[src/rtl/rom_load_pkg.sv]
// Shared types and region lookup for the ROM download sequencer.
// Supports up to 8 regions with addresses up to 32 bits wide.
package rom_load_pkg;

    typedef enum logic [2:0] {IDLE, LOAD, HOLD, RUN, ERR} load_state_t;

    localparam int MAX_REGIONS = 8;
    localparam int MAX_ADDR_W  = 32;

    typedef struct packed {
        logic       valid;
        logic [2:0] idx;
    } region_t;

    // Unused end slots must be zero so they can never match.
    function automatic region_t region_of(
        input logic [MAX_ADDR_W-1:0]             addr,
        input logic [MAX_REGIONS*MAX_ADDR_W-1:0] ends
    );
        region_t r;
        r = '0;
        for (int i = MAX_REGIONS - 1; i >= 0; i--) begin
            if (addr < ends[i*MAX_ADDR_W +: MAX_ADDR_W]) begin
                r.valid = 1'b1;
                r.idx   = 3'(i);
            end
        end
        return r;
    endfunction

endpackage

[src/rtl/rom_load_ctrl_decode.sv]
// rom_region_decode: combinational region select and region start offset
// for one ioctl address.
module rom_region_decode
    import rom_load_pkg::*;
#(
    parameter int                            NUM_REGIONS = 4,
    parameter int                            ADDR_W      = 25,
    parameter logic [NUM_REGIONS*ADDR_W-1:0] REGION_END  = '0
) (
    input  logic [ADDR_W-1:0]      addr,
    output logic [NUM_REGIONS-1:0] sel,
    output logic [ADDR_W-1:0]      base,
    output logic                   hit
);

    logic [MAX_REGIONS*MAX_ADDR_W-1:0] ends;
    region_t                           r;

    always_comb begin
        ends = '0;
        for (int i = 0; i < NUM_REGIONS; i++) begin
            ends[i*MAX_ADDR_W +: MAX_ADDR_W] = MAX_ADDR_W'(REGION_END[i*ADDR_W +: ADDR_W]);
        end
        r    = region_of(MAX_ADDR_W'(addr), ends);
        sel  = '0;
        base = '0;
        for (int i = 0; i < NUM_REGIONS; i++) begin
            if (r.valid && r.idx == 3'(i)) sel[i] = 1'b1;
        end
        // Region i starts where region i-1 ends; region 0 starts at 0.
        for (int i = 1; i < NUM_REGIONS; i++) begin
            if (r.idx == 3'(i)) base = REGION_END[(i-1)*ADDR_W +: ADDR_W];
        end
        hit = r.valid;
    end

endmodule

[src/rtl/rom_load_ctrl.sv]
// ROM download sequencer and core-reset generator for arcade top levels.
// Define ROM_LOAD_CHECKSUM_EN to add the 16-bit byte-sum check and sum_out.
module rom_load_ctrl
    import rom_load_pkg::*;
#(
    parameter int                            NUM_REGIONS = 4,
    parameter int                            ADDR_W      = 25,
    parameter logic [NUM_REGIONS*ADDR_W-1:0] REGION_END  = {NUM_REGIONS{ADDR_W'(0)}},
    parameter logic [7:0]                    ROM_INDEX   = 8'd0,
    parameter int                            RESET_HOLD  = 16
`ifdef ROM_LOAD_CHECKSUM_EN
    ,
    parameter logic [15:0]                   EXPECTED_SUM = 16'h0000
`endif
) (
    input  logic                   clk_sys,
    input  logic                   reset,
    input  logic                   ioctl_download,
    input  logic [7:0]             ioctl_index,
    input  logic                   ioctl_wr,
    input  logic [ADDR_W-1:0]      ioctl_addr,
    input  logic [7:0]             ioctl_dout,
    input  logic                   user_reset,
    output logic [NUM_REGIONS-1:0] rom_wr,
    output logic [ADDR_W-1:0]      rom_addr,
    output logic [7:0]             rom_data,
    output logic                   rom_loaded,
    output logic                   core_reset,
    output logic                   load_error
`ifdef ROM_LOAD_CHECKSUM_EN
    ,
    output logic [15:0]            sum_out
`endif
);

    localparam logic [ADDR_W-1:0] LOAD_SIZE = REGION_END[NUM_REGIONS*ADDR_W-1 -: ADDR_W];
    localparam int                HOLD_W    = $clog2(RESET_HOLD + 1);
    localparam logic [HOLD_W-1:0] HOLD_LOAD = HOLD_W'(RESET_HOLD);

    load_state_t             state;
    logic                    dl_q;
    logic [ADDR_W-1:0]       byte_cnt;
    logic                    overrun;
    logic [HOLD_W-1:0]       hold_cnt;
    logic [NUM_REGIONS-1:0]  dec_sel;
    logic [ADDR_W-1:0]       dec_base;
    logic                    dec_hit;
    logic                    start;
    logic                    fall;
    logic                    wr_ok;
    logic                    load_ok;
    logic [ADDR_W-1:0]       cnt_next;
    logic                    over_next;
`ifdef ROM_LOAD_CHECKSUM_EN
    logic [15:0]             sum_next;
`endif

    rom_region_decode #(
        .NUM_REGIONS (NUM_REGIONS),
        .ADDR_W      (ADDR_W),
        .REGION_END  (REGION_END)
    ) u_decode (
        .addr (ioctl_addr),
        .sel  (dec_sel),
        .base (dec_base),
        .hit  (dec_hit)
    );

    // ioctl_wr is a fire-and-forget strobe: no backpressure, every byte is
    // taken in the cycle it is offered. A write in the same cycle as the
    // download fall still counts toward the length check.
    always_comb begin
        start     = ioctl_download && !dl_q && (ioctl_index == ROM_INDEX) && (state != LOAD);
        fall      = (state == LOAD) && !ioctl_download;
        wr_ok     = (state == LOAD) && ioctl_wr && dec_hit;
        cnt_next  = (wr_ok && byte_cnt != '1) ? byte_cnt + ADDR_W'(1) : byte_cnt;
        over_next = overrun || ((state == LOAD) && ioctl_wr && !dec_hit);
        load_ok   = (cnt_next == LOAD_SIZE) && !over_next;
`ifdef ROM_LOAD_CHECKSUM_EN
        sum_next  = wr_ok ? sum_out + 16'(ioctl_dout) : sum_out;
        load_ok   = load_ok && (sum_next == EXPECTED_SUM);
`endif
    end

    always_ff @(posedge clk_sys) begin
        if (reset) begin
            state      <= IDLE;
            dl_q       <= 1'b0;
            rom_wr     <= '0;
            rom_addr   <= '0;
            rom_data   <= '0;
            rom_loaded <= 1'b0;
            load_error <= 1'b0;
            core_reset <= 1'b1;
            hold_cnt   <= '0;
            byte_cnt   <= '0;
            overrun    <= 1'b0;
`ifdef ROM_LOAD_CHECKSUM_EN
            sum_out    <= '0;
`endif
        end else begin
            dl_q   <= ioctl_download;
            rom_wr <= wr_ok ? dec_sel : '0;
            if (wr_ok) begin
                rom_addr <= ioctl_addr - dec_base;
                rom_data <= ioctl_dout;
            end
            // A new download outranks user_reset and any pending hold.
            if (start) begin
                state      <= LOAD;
                core_reset <= 1'b1;
                rom_loaded <= 1'b0;
                load_error <= 1'b0;
                byte_cnt   <= '0;
                overrun    <= 1'b0;
`ifdef ROM_LOAD_CHECKSUM_EN
                sum_out    <= '0;
`endif
            end else begin
                case (state)
                    LOAD: begin
                        byte_cnt <= cnt_next;
                        overrun  <= over_next;
`ifdef ROM_LOAD_CHECKSUM_EN
                        sum_out  <= sum_next;
`endif
                        if (fall) begin
                            if (load_ok) begin
                                state      <= HOLD;
                                rom_loaded <= 1'b1;
                                hold_cnt   <= HOLD_LOAD;
                            end else begin
                                state      <= ERR;
                                load_error <= 1'b1;
                            end
                        end
                    end
                    HOLD: begin
                        if (user_reset) begin
                            hold_cnt <= HOLD_LOAD;
                        end else if (hold_cnt == HOLD_W'(1) || hold_cnt == '0) begin
                            state      <= RUN;
                            core_reset <= 1'b0;
                            hold_cnt   <= '0;
                        end else begin
                            hold_cnt <= hold_cnt - HOLD_W'(1);
                        end
                    end
                    RUN: begin
                        if (user_reset) begin
                            state      <= HOLD;
                            core_reset <= 1'b1;
                            hold_cnt   <= HOLD_LOAD;
                        end
                    end
                    default: ;
                endcase
            end
        end
    end

endmodule

[config.mk]
export PLATFORM = sky130hd
export DESIGN_NAME = rom_load_ctrl
export DESIGN_NICKNAME = d
export VERILOG_FILES = /design/src/rtl/rom_load_pkg.sv /design/src/rtl/rom_load_ctrl_decode.sv /design/src/rtl/rom_load_ctrl.sv
export SDC_FILE = /design/constraint.sdc
export NUM_CORES = 1
export LEC_CHECK = 0
export BUFFER_PORTS_ARGS = -buffer_cell sky130_fd_sc_hd__buf_2
export CAP_MARGIN = 25
export CELL_PAD_IN_SITES_DETAIL_PLACEMENT = 1
export CELL_PAD_IN_SITES_GLOBAL_PLACEMENT = 2
export CORE_MARGIN = 8
export CORE_UTILIZATION = 31
export DETAILED_ROUTE_END_ITERATION = 10
export GPL_ROUTABILITY_DRIVEN = 1
export GPL_TIMING_DRIVEN = 0
export PLACE_DENSITY = 0.77
export SYNTH_ARGS = -nofsm -noshare
export SYNTH_HDL_FRONTEND = slang
export SYNTH_HIERARCHICAL = 1
export SYNTH_SLANG_ARGS = --single-unit
[constraint.sdc]
create_clock -name clk_sys -period 2.2 [get_ports clk_sys]
set_input_delay 0.55 -clock clk_sys [delete_from_list [all_inputs] [get_ports clk_sys]]
set_output_delay 0.55 -clock clk_sys [all_outputs]
set_load 0.02 [all_outputs]
Word level (Yosys, flattened, before mapping)
Cells that the tools add are included.
{"block": "classes", "n_addsub": 1, "eq_ne": 14, "n_mux": 17, "bitwise": 1, "n_reduce_logical": 22}
{"cell": "$mux W5", "n": 5}
{"cell": "$mux W3", "n": 5}
{"cell": "$pmux W5 S3", "n": 1}
{"cell": "$reduce_and A5 Y1", "n": 3}
{"cell": "$ne A3 B3 Y1 const B", "n": 4}
{"cell": "$ne A2 B2 Y1 const B", "n": 5}
{"cell": "$pmux W3 S3", "n": 1}
{"cell": "$logic_not A8 Y1", "n": 1}
{"cell": "$eq A3 B2 Y1 const B", "n": 2}
{"cell": "$reduce_and A3 Y1", "n": 2}
{"cell": "$eq A5 B1 Y1 const B", "n": 1}
{"cell": "$logic_and A1 B1 Y1", "n": 5}
{"cell": "$logic_not A5 Y1", "n": 1}
{"cell": "$sub A5 B1 Y5 const B", "n": 1}
{"cell": "$mux W1", "n": 4}
{"cell": "$reduce_and A4 Y1", "n": 1}
{"cell": "$reduce_bool A4 Y1", "n": 1}
{"cell": "$eq A3 B1 Y1 const B", "n": 1}
{"cell": "$logic_not A1 Y1", "n": 3}
{"cell": "$ne A3 B1 Y1 const B", "n": 1}
{"cell": "$reduce_bool A3 Y1", "n": 1}
{"cell": "$logic_or A1 B1 Y1", "n": 2}
{"cell": "$pmux W1 S2", "n": 1}
{"cell": "$reduce_bool A2 Y1", "n": 1}
{"cell": "other kinds (2)", "n": 2}
{"block": "word_totals", "reg_bits": 13, "in_bits": 46, "wordCells": 63}

Depth between registers and ports, before layout
{"block": "logic_depth", "word_depth": 7, "depth_mapped": 12}

By module
The synthesis kept the hierarchy.
{"module": "rom_load_ctrl", "instances": 1, "cells_per_inst": 616, "area_per_inst_um2": 4762.1, "seq_area_each_um2": 1501.4}
{"module": "rom_region_decode", "instances": 1, "cells_per_inst": 31, "area_per_inst_um2": 229.0, "seq_area_each_um2": 0.0}

Worst setup path after synthesis
No wires, ideal clock.
{"block": "synth_path", "path_kind": "reg2reg", "startpoint": "reg state[0]", "endpoint": "reg hold_cnt[4]", "setup_time_ns": 0.117, "arrival_time_ns": 2.037, "setup_slack_ns": 0.046, "path_stages_with_launch": 11, "path_cell_list": "dfxtp_1 -> or3b_1 -> buf_6 -> nand4_1 -> inv_1 -> nor3_1 -> o21a_1 -> nand4_1 -> o21ai_4 -> nand2_1 -> a32o_1"}
{"block": "synth_via", "elab_chain_len": 6, "elab_cells_between_ends": 16}
{"element": "start: declaration", "line_no": "rom_load_ctrl.sv:40", "text": "load_state_t state;"}
{"element": "start signal: assignment", "line_no": "rom_load_ctrl.sv:87", "text": "state <= IDLE;"}
{"element": "start signal: assignment", "line_no": "rom_load_ctrl.sv:110", "text": "state <= LOAD;"}
{"element": "start signal: assignment", "line_no": "rom_load_ctrl.sv:129", "text": "state <= HOLD;"}
{"element": "$eq A3 B1 Y1", "line_no": "rom_load_ctrl.sv:74, rom_load_ctrl.sv:77, rom_load_ctrl.sv:120"}
{"element": "$logic_and A1 B1 Y1", "line_no": "rom_load_ctrl.sv:77", "text": "over_next = overrun || ((state == LOAD) && ioctl_wr && !dec_hit);"}
{"element": "$logic_or A1 B1 Y1", "line_no": "rom_load_ctrl.sv:77"}
{"element": "$logic_not A1 Y1", "line_no": "rom_load_ctrl.sv:78", "text": "load_ok = (cnt_next == LOAD_SIZE) && !over_next;"}
{"element": "$ne A2 B2 Y1 (no source line)"}
{"element": "$reduce_and A5 Y1 (no source line)"}
{"element": "end signal: assignment", "line_no": "rom_load_ctrl.sv:146", "text": "hold_cnt <= hold_cnt - HOLD_W'(1);"}
{"element": "end: declaration", "line_no": "rom_load_ctrl.sv:44", "text": "logic [HOLD_W-1:0] hold_cnt;"}
Parallel ways exist; a longest one is shown, timed or not.
A chain may end at the register's enable or synchronous reset.

Worst setup path in the final report
{"block": "layout_path", "startpoint": "reg state[2]", "endpoint": "reg hold_cnt[4]"}
Same word-level chain as after synthesis.

==> results.cfg <==
[timing]
clock.fmax_ghz = 0.474
setup_viol = 0
hold_violations = 0
setup_slack_ps = 91.4
fin_skew_ps = 5.39
finalCritPeriodShare = 0.958
worst_slew_pin_slew_ps = 727
period_minus_slack_ps = 2110
relSlewSlack = 0.513
drv_slew = 0
rsz0062_at_grt = true

[yosys]
synthSimpleGateAreaFrac = 0.256
ys_ff_latch = 75
synth_top_area_share = 0.301
ys_async_sr_fraction = 0
avgSynthCellArea_um2 = 7.71
ys_top_cells_by_area = dfxtp_1 30%, ha_1 6.8%, nand2_1 6.2%
mappedNetlistArea_mm2 = 0.00499
synth_edf_count = 0
synth-compound-area-share = 0.183
synthCells = 647
synthAdderAreaFrac = 0.0717
synth_xor_area_frac = 0.0825
synth.area.mux_share = 0.00802
ys.flop_type = dfxtp_1
yosysUniqueCellTypes = 66
synth_top_cell_by_area = dfxtp_1
synth_top_family_by_area = simple AND/OR/NAND/NOR gates
ys_seq_area_frac = 0.301
yosys_warnings = 6

[global_route]
overflow = 0
grt_pass1_wl_um = 25700
grt_antenna_before_repair = 0
grt_usage = 0.158
grt_max_degree = 12
first_global_vias = 5277

[final_layout]
final_common_cell = buf_2
antennaDiodeCount = 0
syn_to_final_growth_pct = 23.8
layout.nets = 854
drive_gt1_frac = 0.209
fill_cells = 1997
mostFrequentLayoutCells = 86 x buf_2, 83 x nand2_1, 72 x dfxtp_1, 64 x nor2_1, 43 x a21oi_1
fin_area_mm2 = 0.00618

[route]
detail_route.vias_per_cell = 4.90
met2_length_um = 7800
drc = 0
wire_per_inst_um = 15.6
ant_nets = 0
route.met3.wl_um = 531
wirelength_met1_um = 6850
routed_wl_um = 15600
vias = 4893
dr.pass1.iters = 4
dr.max_layer_used = met4
drtIter0Drc = 193

[power]
ir_worst_vdd_v = 0.000356
power_density_mw_per_mm2 = 524
power_switching_w = 0.000845
pwr-share-comb = 0.157
p_sw_frac = 0.261
power_leakage_nw = 2.61
power_frac_seq = 0.420
clock_power_share = 0.424
power.internal_w = 0.00239

[floorplanning]
rows = 46
ioPinCount = 86
die_x_um = 143
dieArea_mm2 = 0.0204
die_h_um = 143
coreArea_mm2 = 0.0158
initial_core_util = 0.315

[setup_path]
crit_path_end_kind = register
path_max_fanout = 7
crit_arrival_ps = 2340
crit_required_ps = 2430
crit_path_start_kind = register
crit_type = register to register

[clock_tree]
holdBufCountCts = 0
cts_sinks = 75
htreeDepth = 3
clk_pin_slew_ps = 60
clk_path_buf_depth = 2
numCtsBuffers = 9
cts_tree = built
clockRootBuffer = clkbuf_16
insertion_delay_ps = 340

[job]
drv_cap = 0

[hold_path]
hold_path.class = register to register

[place]
numPortBuffers = 84
dpl_cell_area_mm2 = 0.00579
gp_congestion = 0.818
dp_slack_ps = -350
hpwlAfterDp_um = 12300

[status]
outcome = finished clean
==> repair_timing <==
item                                   in CTS  in global routing
pin swaps                                   5                  2
endpoints found under the hold margin       0                  0
setup endpoints to repair                   9                  9
setup buffers                               9                  2
gates resized for setup                    11                  9
==> state kept, by name (all words and copies together) (netlist names) <==
name / count
state: 3
rom_loaded: 1
dl_q: 1
load_error: 1
core_reset: 1
rom_addr: 25
overrun: 1
hold_cnt: 5
byte_cnt: 25
rom_wr: 4
rom_data: 8
==> Yosys cell counts, drive strengths merged, types with 4 or more instances <==
master and number:
nand2 83, dfxtp 75, nor2 64, a21oi 43
buf 37, inv 37, ha 27, xnor2 27
clkbuf 22, nand3 21, xor2 20, o21ai 19
nand4 16, and3 14, a31oi 12, nor3 12
nor2b 9, o21a 9, or3 9, a211oi 7
and2 6, and4 5, nor4 5, nor4b 5
a21o 4, a22oi 4, a311oi 4, mux2i 4
==> metal layers <==
| metal | GRT usage | up-vias |
|---|---|---|
| met4 | 0.0688 | 0 |
| met1 | 0.182 | 2328 |
| met3 | 0.0254 | 23 |
| met5 | 0 | - |
| met2 | 0.281 | 70 |
| li1 | - | 2472 |
==> metrics by stage <==
stage          std cells  utilization  power, W  hold WS (ps)  setup TNS [ps]
2_1_floorplan        676            -   0.00176           470               0
3_3_place_gp         976        0.366   0.00188           439           -2110
5_1_grt              999        0.390   0.00341           476           -93.7
6_report             999        0.390   0.00324           452               0
3_5_place_dp         976        0.366   0.00189           447           -2440
4_1_cts              999        0.389   0.00328           454           -96.0
==> final timing paths <==
path / startpoint / end / slack [ps] / cells past startpoint
hold reg to reg: rom_data[6] / rom_data[6] / 450 / 2
setup / recovery: state[2] / hold_cnt[4] / 90 / 9
hold / removal: rom_data[6] / rom_data[6] / 450 / 2
setup reg to reg: state[2] / hold_cnt[4] / 90 / 9
==> cell families (layout without fill, tap and decap cells) <==
logic type | after synthesis | count (layout)
AND/OR/NAND/NOR | 262 | 262
other | 1 | 30
flip-flops | 75 | 75
multiplexers | 4 | 4
buffers and inverters | 96 | 203
XOR/XNOR | 47 | 47
adder cells (fa/ha/maj) | 28 | 28
AO/OA/AOI/OAI | 134 | 134
==> power by group through the flow <==
stage	Sequential (W)	Clock, W	Combinational, W
finish	0.00136	0.00137	0.000507
global route	0.00136	0.00148	0.000569
CTS	0.00136	0.00142	0.000505
detailed placement	0.00139	0	0.000499
global placement	0.00139	0	0.000487
floorplan	0.00140	0	0.000361
==> area by class of cell <==
cell class	count	area, µm²	area share
plain buffers	57	339	0.0549
clock buffers	11	253	0.0409
well taps	216	270	0.0437
flip-flops and latches	75	1510	0.245
repair buffers	95	503	0.0814
clock inverters	3	15.0	0.00243
multi-input cells	505	3150	0.509
inverters	37	139	0.0225
==> critical path: stages, from the launching register on <==
cell and delay [ps]:
dfxtp_4 340, or3b_4 430, nand4_1 140, inv_2 60, nor3_4 150, o21a_1 150
nand4_1 140, o21ai_4 280, nand2_1 90, a32o_1 220
Note: power is estimated with default switching activity, not from simulation.
